## config.mk

```make
export PLATFORM = sky130hd
export DESIGN_NAME = bitwise_seq
export DESIGN_NICKNAME = d
export VERILOG_FILES = /design/src/rtl/bitwise_seq.sv
export SDC_FILE = /design/constraint.sdc
export NUM_CORES = 1
export LEC_CHECK = 0
export CELL_PAD_IN_SITES_DETAIL_PLACEMENT = 1
export CELL_PAD_IN_SITES_GLOBAL_PLACEMENT = 1
export CORE_MARGIN = 2
export CORE_UTILIZATION = 47
export DETAILED_ROUTE_END_ITERATION = 10
export GPL_TIMING_DRIVEN = 1
export MAX_ROUTING_LAYER = met4
export PLACE_DENSITY_LB_ADDON = 0.1
export SETUP_SLACK_MARGIN = 0.4
export SYNTH_ARGS = -nofsm -noshare
export SYNTH_HDL_FRONTEND = slang
export SYNTH_SLANG_ARGS = --single-unit
```

## constraint.sdc

```tcl
create_clock -name clk -period 3 [get_ports clk]
set_input_delay 0.9 -clock clk [delete_from_list [all_inputs] [get_ports clk]]
set_output_delay 0.9 -clock clk [all_outputs]
set_load 0.005 [all_outputs]
```

## src/rtl/bitwise_seq.sv

```systemverilog
// bitwise_seq: multi-cycle bitwise instruction unit with a private register file.
//
// Holds NREG registers of W bits plus a tmp register. One instruction runs per
// accepted start (s high while done is high). Opcodes: 0 MOV, 1 XOR, 2 AND, 3 OR,
// 4 ASL, 5 SWP, 6 ROL. Opcodes 7..15 are illegal: they raise err and leave
// all state untouched.
//
// Optional feature: define BITWISE_SEQ_CNT_EN to add icount[15:0]. It counts
// completed legal instructions and wraps from 16'hFFFF to 0.
//
// Ports:
//   clk    in   clock, all state updates on the rising edge
//   reset  in   synchronous active-high reset
//   s      in   start, sampled only while done is high
//   op     in   [3:0] opcode, latched at start
//   ra     in   [AW-1:0] first operand index (Ri for MOV/SWP), latched at start
//   rb     in   [AW-1:0] second operand index, latched at start
//   in     in   [W-1:0] immediate for MOV, latched at start
//   rsel   in   [AW-1:0] read-back select (not latched)
//   out    out  [W-1:0] combinational R[rsel]
//   done   out  high only when idle (WAIT)
//   err    out  registered illegal-op flag
//   icount out  [15:0] completed-instruction count (BITWISE_SEQ_CNT_EN only)
module bitwise_seq #(
  parameter int W = 8,
  parameter int NREG = 4,
  localparam int AW = $clog2(NREG)
) (
  input  logic          clk,
  input  logic          reset,
  input  logic          s,
  input  logic [3:0]    op,
  input  logic [AW-1:0] ra,
  input  logic [AW-1:0] rb,
  input  logic [W-1:0]  in,
  input  logic [AW-1:0] rsel,
  output logic [W-1:0]  out,
  output logic          done,
  output logic          err
`ifdef BITWISE_SEQ_CNT_EN
  ,
  output logic [15:0]   icount
`endif
);

  localparam int KW = $clog2(W);

  localparam logic [3:0] OP_MOV = 4'd0;
  localparam logic [3:0] OP_XOR = 4'd1;
  localparam logic [3:0] OP_AND = 4'd2;
  localparam logic [3:0] OP_OR  = 4'd3;
  localparam logic [3:0] OP_ASL = 4'd4;
  localparam logic [3:0] OP_SWP = 4'd5;
  localparam logic [3:0] OP_ROL = 4'd6;

  typedef enum logic [3:0] {
    S_WAIT = 4'd0,
    S_MOV  = 4'd1,
    S_LOAD = 4'd2,
    S_EXEC = 4'd3,
    S_SHL  = 4'd4,
    S_ROT  = 4'd5,
    S_WB   = 4'd6,
    S_SWP1 = 4'd7,
    S_SWP2 = 4'd8,
    S_SWP3 = 4'd9
  } state_t;

  state_t        state_q, state_d;
  logic [W-1:0]  regs_q [NREG];
  logic [W-1:0]  regs_d [NREG];
  logic [W-1:0]  tmp_q, tmp_d;
  logic [KW-1:0] cnt_q, cnt_d;
  logic [3:0]    op_q, op_d;
  logic [AW-1:0] ra_q, ra_d;
  logic [AW-1:0] rb_q, rb_d;
  logic [W-1:0]  in_q, in_d;
  logic          err_q, err_d;

  // Single write port into the register file.
  logic          we;
  logic [AW-1:0] waddr;
  logic [W-1:0]  wdata;

  logic [W-1:0]  rd_a;
  logic [W-1:0]  rd_b;
  logic          op_legal;

  // Operands come from the live register values in the cycle they are used.
  assign rd_a     = regs_q[ra_q];
  assign rd_b     = regs_q[rb_q];
  assign op_legal = (op <= OP_ROL);

  assign out  = regs_q[rsel];
  assign done = (state_q == S_WAIT);
  assign err  = err_q;

  always_comb begin
    state_d = state_q;
    tmp_d   = tmp_q;
    cnt_d   = cnt_q;
    op_d    = op_q;
    ra_d    = ra_q;
    rb_d    = rb_q;
    in_d    = in_q;
    err_d   = err_q;
    we      = 1'b0;
    waddr   = '0;
    wdata   = '0;

    case (state_q)
      S_WAIT: begin
        if (s) begin
          if (op_legal) begin
            op_d  = op;
            ra_d  = ra;
            rb_d  = rb;
            in_d  = in;
            err_d = 1'b0;
            case (op)
              OP_MOV:  state_d = S_MOV;
              OP_SWP:  state_d = S_SWP1;
              default: state_d = S_LOAD;
            endcase
          end else begin
            // Illegal opcode: flag it and stay idle.
            err_d = 1'b1;
          end
        end
      end
      S_MOV: begin
        we      = 1'b1;
        waddr   = ra_q;
        wdata   = in_q;
        state_d = S_WAIT;
      end
      S_LOAD: begin
        tmp_d = rd_a;
        if (op_q == OP_ROL) begin
          // Rotate count uses only the low log2(W) bits, so k==W acts as k==0.
          cnt_d   = rd_b[KW-1:0];
          state_d = (rd_b[KW-1:0] == '0) ? S_WB : S_ROT;
        end else begin
          state_d = S_EXEC;
        end
      end
      S_EXEC: begin
        case (op_q)
          OP_XOR:  tmp_d = tmp_q ^ rd_b;
          OP_OR:   tmp_d = tmp_q | rd_b;
          default: tmp_d = tmp_q & rd_b;   // AND and the AND step of ASL
        endcase
        state_d = (op_q == OP_ASL) ? S_SHL : S_WB;
      end
      S_SHL: begin
        tmp_d   = {tmp_q[W-2:0], 1'b0};
        state_d = S_WB;
      end
      S_ROT: begin
        tmp_d = {tmp_q[W-2:0], tmp_q[W-1]};
        cnt_d = cnt_q - KW'(1);
        if (cnt_q == KW'(1)) begin
          state_d = S_WB;
        end
      end
      S_WB: begin
        we      = 1'b1;
        waddr   = '0;
        wdata   = tmp_q;
        state_d = S_WAIT;
      end
      S_SWP1: begin
        tmp_d   = regs_q[0];
        state_d = S_SWP2;
      end
      S_SWP2: begin
        we      = 1'b1;
        waddr   = '0;
        wdata   = rd_a;
        state_d = S_SWP3;
      end
      S_SWP3: begin
        // With ra==0 this writes the original R0 back, leaving R0 unchanged.
        we      = 1'b1;
        waddr   = ra_q;
        wdata   = tmp_q;
        state_d = S_WAIT;
      end
      default: begin
        state_d = S_WAIT;
      end
    endcase
  end

  // Per-register next value from the single write port.
  genvar gi;
  generate
    for (gi = 0; gi < NREG; gi++) begin : g_reg_next
      assign regs_d[gi] = (we && (waddr == AW'(gi))) ? wdata : regs_q[gi];
    end
  endgenerate

  always_ff @(posedge clk) begin
    if (reset) begin
      state_q <= S_WAIT;
      tmp_q   <= '0;
      cnt_q   <= '0;
      op_q    <= '0;
      ra_q    <= '0;
      rb_q    <= '0;
      in_q    <= '0;
      err_q   <= 1'b0;
      for (int i = 0; i < NREG; i++) begin
        regs_q[i] <= '0;
      end
    end else begin
      state_q <= state_d;
      tmp_q   <= tmp_d;
      cnt_q   <= cnt_d;
      op_q    <= op_d;
      ra_q    <= ra_d;
      rb_q    <= rb_d;
      in_q    <= in_d;
      err_q   <= err_d;
      for (int i = 0; i < NREG; i++) begin
        regs_q[i] <= regs_d[i];
      end
    end
  end

`ifdef BITWISE_SEQ_CNT_EN
  logic [15:0] icount_q, icount_d;
  logic        fin;

  // These three states are the last cycle of a legal instruction; their edge
  // is the final write edge.
  assign fin      = (state_q == S_MOV) || (state_q == S_WB) || (state_q == S_SWP3);
  assign icount_d = fin ? icount_q + 16'd1 : icount_q;
  assign icount   = icount_q;

  always_ff @(posedge clk) begin
    if (reset) begin
      icount_q <= '0;
    end else begin
      icount_q <= icount_d;
    end
  end
`endif

endmodule

```

Word-level counts from Yosys, hierarchy flattened
Memories as Yosys holds them, arrays and structs flattened. A register that Yosys moved wholly into a read port is not among the register bits.
Index checks and enable logic that the tools add are counted.
W data, S select, Z words.
{"block": "totals", "reg_bits": 32, "ram_bits": 32, "inputBits": 21, "output_inout_bits": 10, "word_cells": 94, "mem_count": 1}
{"block": "op_classes", "addsub": 1, "order_cmp": 1, "eq_ne": 25, "mux": 31, "bitwise": 7, "n_reduce_logical": 20}
{"memory": "regs_q", "words": 4, "word_bits": 8, "rd": 4, "rd_ports_with_merged_regs": 2, "write_ports": 4, "line_no": "70", "source": "logic [W-1:0] regs_q [NREG];"}
{"op": "$mux W8", "count": 8}
{"op": "$pmux W8 S5", "count": 1}
{"op": "$eq A4 B3 Y1 const B", "count": 7}
{"op": "$pmux W4 S7", "count": 1}
{"op": "$pmux W8 S3", "count": 1}
{"op": "$pmux W8 S2", "count": 1}
{"op": "$mux W2", "count": 7}
{"op": "$eq A4 B2 Y1 const B", "count": 3}
{"op": "$mux W4", "count": 3}
{"op": "$pmux W3 S2", "count": 2}
{"op": "$reduce_and A2 Y1", "count": 5}
{"op": "$and A8 B8 Y8", "count": 1}
{"op": "$eq A4 B1 Y1 const B", "count": 2}
{"op": "$eq A4 B4 Y1 const B", "count": 2}
{"op": "$logic_not A4 Y1", "count": 2}
{"op": "$or A8 B8 Y8", "count": 1}
{"op": "$xor A8 B8 Y8", "count": 1}
{"op": "$mux W3", "count": 2}
{"op": "$ne A2 B2 Y1 const B", "count": 3}
{"op": "$reduce_and A3 Y1", "count": 2}
{"op": "$mux W1", "count": 5}
{"op": "$reduce_bool A5 Y1", "count": 1}
{"op": "$eq A2 B2 Y1 const B", "count": 2}
{"op": "$le A4 B3 Y1 const B", "count": 1}
{"op": "12 further kinds", "count": 21}

Logic depth before layout (Yosys ltp)
{"block": "logic_depth", "word_depth": 8, "depth_mapped": 9, "mapped_depth_nobuf": 8}

Worst setup path before layout
OpenSTA, ideal clock, no wires.
{"block": "synth_path", "path_type": "input to output", "from": "input rsel[0]", "to": "output out[0]", "arrival_ns": 1.864, "required_time_ns": 2.100, "slack_ns": 0.236, "stages": 2, "path_buffers": 1, "cell_sequence": "clkbuf_1 -> mux4_2"}
{"block": "synth_via", "elab_chain_len": 1}
{"item": "start: declaration", "line_no": "36", "source": "input logic [AW-1:0] rsel,"}
{"item": "$mem_v2 Z4 W8"}
{"item": "end: declaration", "line_no": "37", "source": "output logic [W-1:0] out,"}
No other way between the ends.

Worst setup path in the final report
Same ends and word-level chain as after synthesis.

==> summary by stage <==
Outcome
The run finished with clean final reports.

Worst setup path
The library cell contributing the largest single delay on the critical path is sky130_fd_sc_hd__mux4_2. By startpoint and endpoint, the worst setup path is classified as primary input to output port. The data required time at the worst endpoint is 2.10 ns.

The critical path startpoint category is a primary input. The number of cells on the worst reg-to-reg path is 7. The cell family contributing the most delay on the critical path is multiplexers.

The worst register-to-register path ends at tmp_q[5]. The setup slack of the most critical reg-to-reg path is 0.70 ns. The worst path arrival time is 1.84 ns. The largest incremental delay on the critical path is 0.52 ns. The critical path goes through buf_6 -> buf_12 -> buf_12 -> mux4_2 -> buf_6. Along the worst path, the maximum fanout reaches 4. The combined buffer and inverter count along the critical path is 4.

The type of element capturing the critical path is an output port.

GRT
The global-route track usage on met2 is 40.15%. The largest net degree at the start of global routing is 40. The number of antenna violations at the first check in global routing is 0. The overall global routing resource usage is 25.48%. The leftover overflow at the end of global routing is 0. The layer carrying the most global-route usage is met2. The met1 track utilization from global routing is 34.18%.

The first global-routing pass estimated 18.60 mm of wire. The met3 routing resource usage after global routing is 3.293%. The via count of the first global-routing pass is 3419.

STA
Measured against its own limit, the worst slew margin works out to 26.80%. The total of endpoints with negative setup slack in the final report is 0. Setup slack on the critical path of the routed design comes to 0.2603 ns. The final clock skew is 0.01370 ns. The number of hold-slack violations in the final timing report was 0.

The fraction of the cycle the final worst path needs is 91.32%. The max-slew violation total from the final report was 0. At the pin with the least slew margin, the transition time is 1.087 ns. Hold is met by 0.5105 ns. The upper clock frequency limit is 365.0 MHz. The post-layout minimum cycle time is 2.740 ns. Setup repair after global routing could not meet its margin everywhere.

Finish
The ratio of cells with drive above 1 in the final layout is 20.82%. Leaving out fill and tap cells, the most frequent cell in the layout is sky130_fd_sc_hd__nor2_1. The top cell types in the final layout, fill and taps aside, are 71 x sky130_fd_sc_hd__nor2_1, 44 x sky130_fd_sc_hd__dfxtp_1, 26 x sky130_fd_sc_hd__inv_1. The final net count is 471.

The layout overhead on the synthesized area is 13.82%. The number of antenna diodes is 0. At the end of the flow the core is filled with cells to 54.64%.

Pwr
The largest vdd supply drop is 275.2 uV. The leakage power of the design is 0.001762 uW. Dividing total power by cell area gives a power density of 468.6 nW/um^2.

Logic synthesis
Synthesis produced a netlist with a net count of 441. Sequential elements use 38.64% of the synthesized area. In the synthesized netlist the async set-or-reset flop fraction comes to 0%. The area of the mapped netlist is 4145 um^2. The number of synthesized register bits is 68. For this run, the leading register cell type out of synthesis is sky130_fd_sc_hd__dfxtp_1. Counting every instance in the synthesized netlist gives 402. In this run, distinct cell masters in the synthesized netlist total 55. Counting flops with a built-in enable in the synthesized netlist gives 24. The mean instance size in the synthesized netlist is 10.31 um^2. The count of warnings emitted by yosys is 0.

Placed design
Input and output buffers added on the ports amount to 30. The HPWL after detailed placement is 8.337 mm. The worst slack at placement is -0.4370 ns. At the end of routability-driven placement, the weighted congestion stood at 0.9129.

Route
In this run the remaining antenna-violating nets after routing total 0. The count of TritonRoute iterations in the first routing pass is 4. After detailed routing, the average wire length per cell comes to 20.67 um. After detailed routing, the number of remaining DRC violations is 0. The first routing iteration left 233 violations. Using the TritonRoute via totals, the vias-per-cell ratio works out to 6.007. The total wire length is 11.27 mm. The total via count after detailed routing is 3274.

Floorplanning
The I/O pin count is 31. Once the floorplan was initialized, standard cells occupied 48.00% of the core. The horizontal die dimension is 97.91 um. The core region is 8636 um^2. The floorplan step defined a die boundary enclosing 9586 um^2.

In this run the vertical extent of the chip is 97.91 um. Row generation in the floorplan step produced 34 rows.

Clocking
The deepest clock path buffer count is 2. The clock root buffer is sky130_fd_sc_hd__clkbuf_8. The maximum level of the CTS H-tree is 3.

The total clock sinks is 68. The count of hold buffers inserted by post-cts repair is 0. The CTS buffer count is 9. The clock latency on the worst-skew pair is 0.36 ns.

TritonCTS built the clock tree. After clock tree synthesis, the clock-pin slew on the worst setup and hold paths is 0.09 ns.

Hold path
In this run the most critical hold path is launched from rb_q[0]. The worst hold path terminates at rb_q[0]. The type of the worst min-delay path is register to register. The hold path depth is 2.

Flow run
The tool flagged a number of max-cap violations equal to 0.
-- flip-flops by register name, summed over array words and instances (netlist names), named ones only --
signal   flops
op_q         4
in_q         8
ra_q         2
tmp_q        8
rb_q         2
state_q      4
err          1
cnt_q        3
regs_q      32
-- how the worst max path moves through the flow --
stage	startpoint	endpoint	slack [ns]	depth (start not counted)
final	rsel[0]	out[0]	0.26	5
after global routing	rsel[0]	out[0]	0.24	5
after CTS	rsel[0]	out[0]	0.26	5
after detailed placement	rsel[0]	out[2]	-0.44	4
after global placement	rsel[0]	out[2]	-0.43	4
after floorplan	rsel[0]	out[0]	0.43	2
-- power breakdown --
part / internal (uW) / total, uW / switching [uW] / leakage, uW
clock network: 310 / 714 / 403 / 0.0000949
logic: 202 / 414 / 212 / 0.00106
registers: 1010 / 1080 / 76.9 / 0.000606
total: 1520 / 2210 / 693 / 0.00176
-- Yosys cell counts, types with 7 or more instances --
library cell / count / area [um^2]
sky130_fd_sc_hd__ha_1: 18 / 225.2
sky130_fd_sc_hd__mux4_2: 19 / 427.9
sky130_fd_sc_hd__nor3_1: 14 / 70.07
sky130_fd_sc_hd__o211ai_1: 8 / 60.06
sky130_fd_sc_hd__o22ai_1: 8 / 50.05
sky130_fd_sc_hd__nand2_1: 17 / 63.81
sky130_fd_sc_hd__a21oi_2: 8 / 70.07
sky130_fd_sc_hd__buf_2: 7 / 35.03
sky130_fd_sc_hd__clkbuf_1: 11 / 41.29
sky130_fd_sc_hd__a22o_1: 8 / 70.07
sky130_fd_sc_hd__inv_1: 26 / 97.59
sky130_fd_sc_hd__edfxtp_1: 24 / 720.7
sky130_fd_sc_hd__a21oi_1: 22 / 110.1
sky130_fd_sc_hd__mux2i_1: 17 / 170.2
sky130_fd_sc_hd__nor2_1: 71 / 266.5
sky130_fd_sc_hd__dfxtp_1: 44 / 880.8
sky130_fd_sc_hd__a211oi_2: 9 / 112.6
-- logic make-up (layout without fill, tap and decap cells) --
group / count (synthesis) / count (layout) / synth area share (%)
adders and majority gates: 18 / 18 / 5.433
xor gates and xnor gates: 1 / 1 / 0.2113
and+or+nand+nor: 134 / 134 / 16.30
muxes: 41 / 41 / 17.60
AOI/OAI and AO/OA: 87 / 87 / 15.91
DFF: 68 / 68 / 38.64
buffers and inverters: 53 / 88 / 5.916
-- worst min-delay path: stages, from the launching register on --
cell and delay (ns):
sky130_fd_sc_hd__dfxtp_1 0.32, sky130_fd_sc_hd__mux2i_1 0.06, sky130_fd_sc_hd__nor2_1 0.10
-- per-stage QoR --
stage | TNS [ns] | area, um^2 | total power [uW] | cells
after floorplan | 0 | 4148 | 1364 | 402
after global placement | -3.160 | 4532 | 1493 | 525
after detailed placement | -3.229 | 4532 | 1514 | 525
after CTS | 0 | 4711 | 2214 | 544
after global routing | 0 | 4718 | 2302 | 545
final | 0 | 4718 | 2211 | 545
-- timing repair --
item | 4_1_cts | 5_1_grt
resized for setup | 44 | 0
endpoints found under the setup margin | 9 | 7
setup buffers | 3 | 1
pin swaps | 1 | 0
-- routing by layer --
| metal | wire [um] | up-vias |
|---|---|---|
| met4 | 220 | 0 |
| met5 | 0 | - |
| met2 | 5457 | 52 |
| met1 | 5314 | 1655 |
| met3 | 273 | 14 |
| li1 | - | 1553 |
-- area by class of cell --
class                   count  area (um^2)
clock buffers               9        123.9
clock inverters             7        55.05
fillers                   961         3918
inverters                  28        112.6
multi-input cells         281         2298
flip-flops and latches     68         1602
well taps                 108        135.1
repair buffers             44        391.6
(Power assumes the default switching activity.)
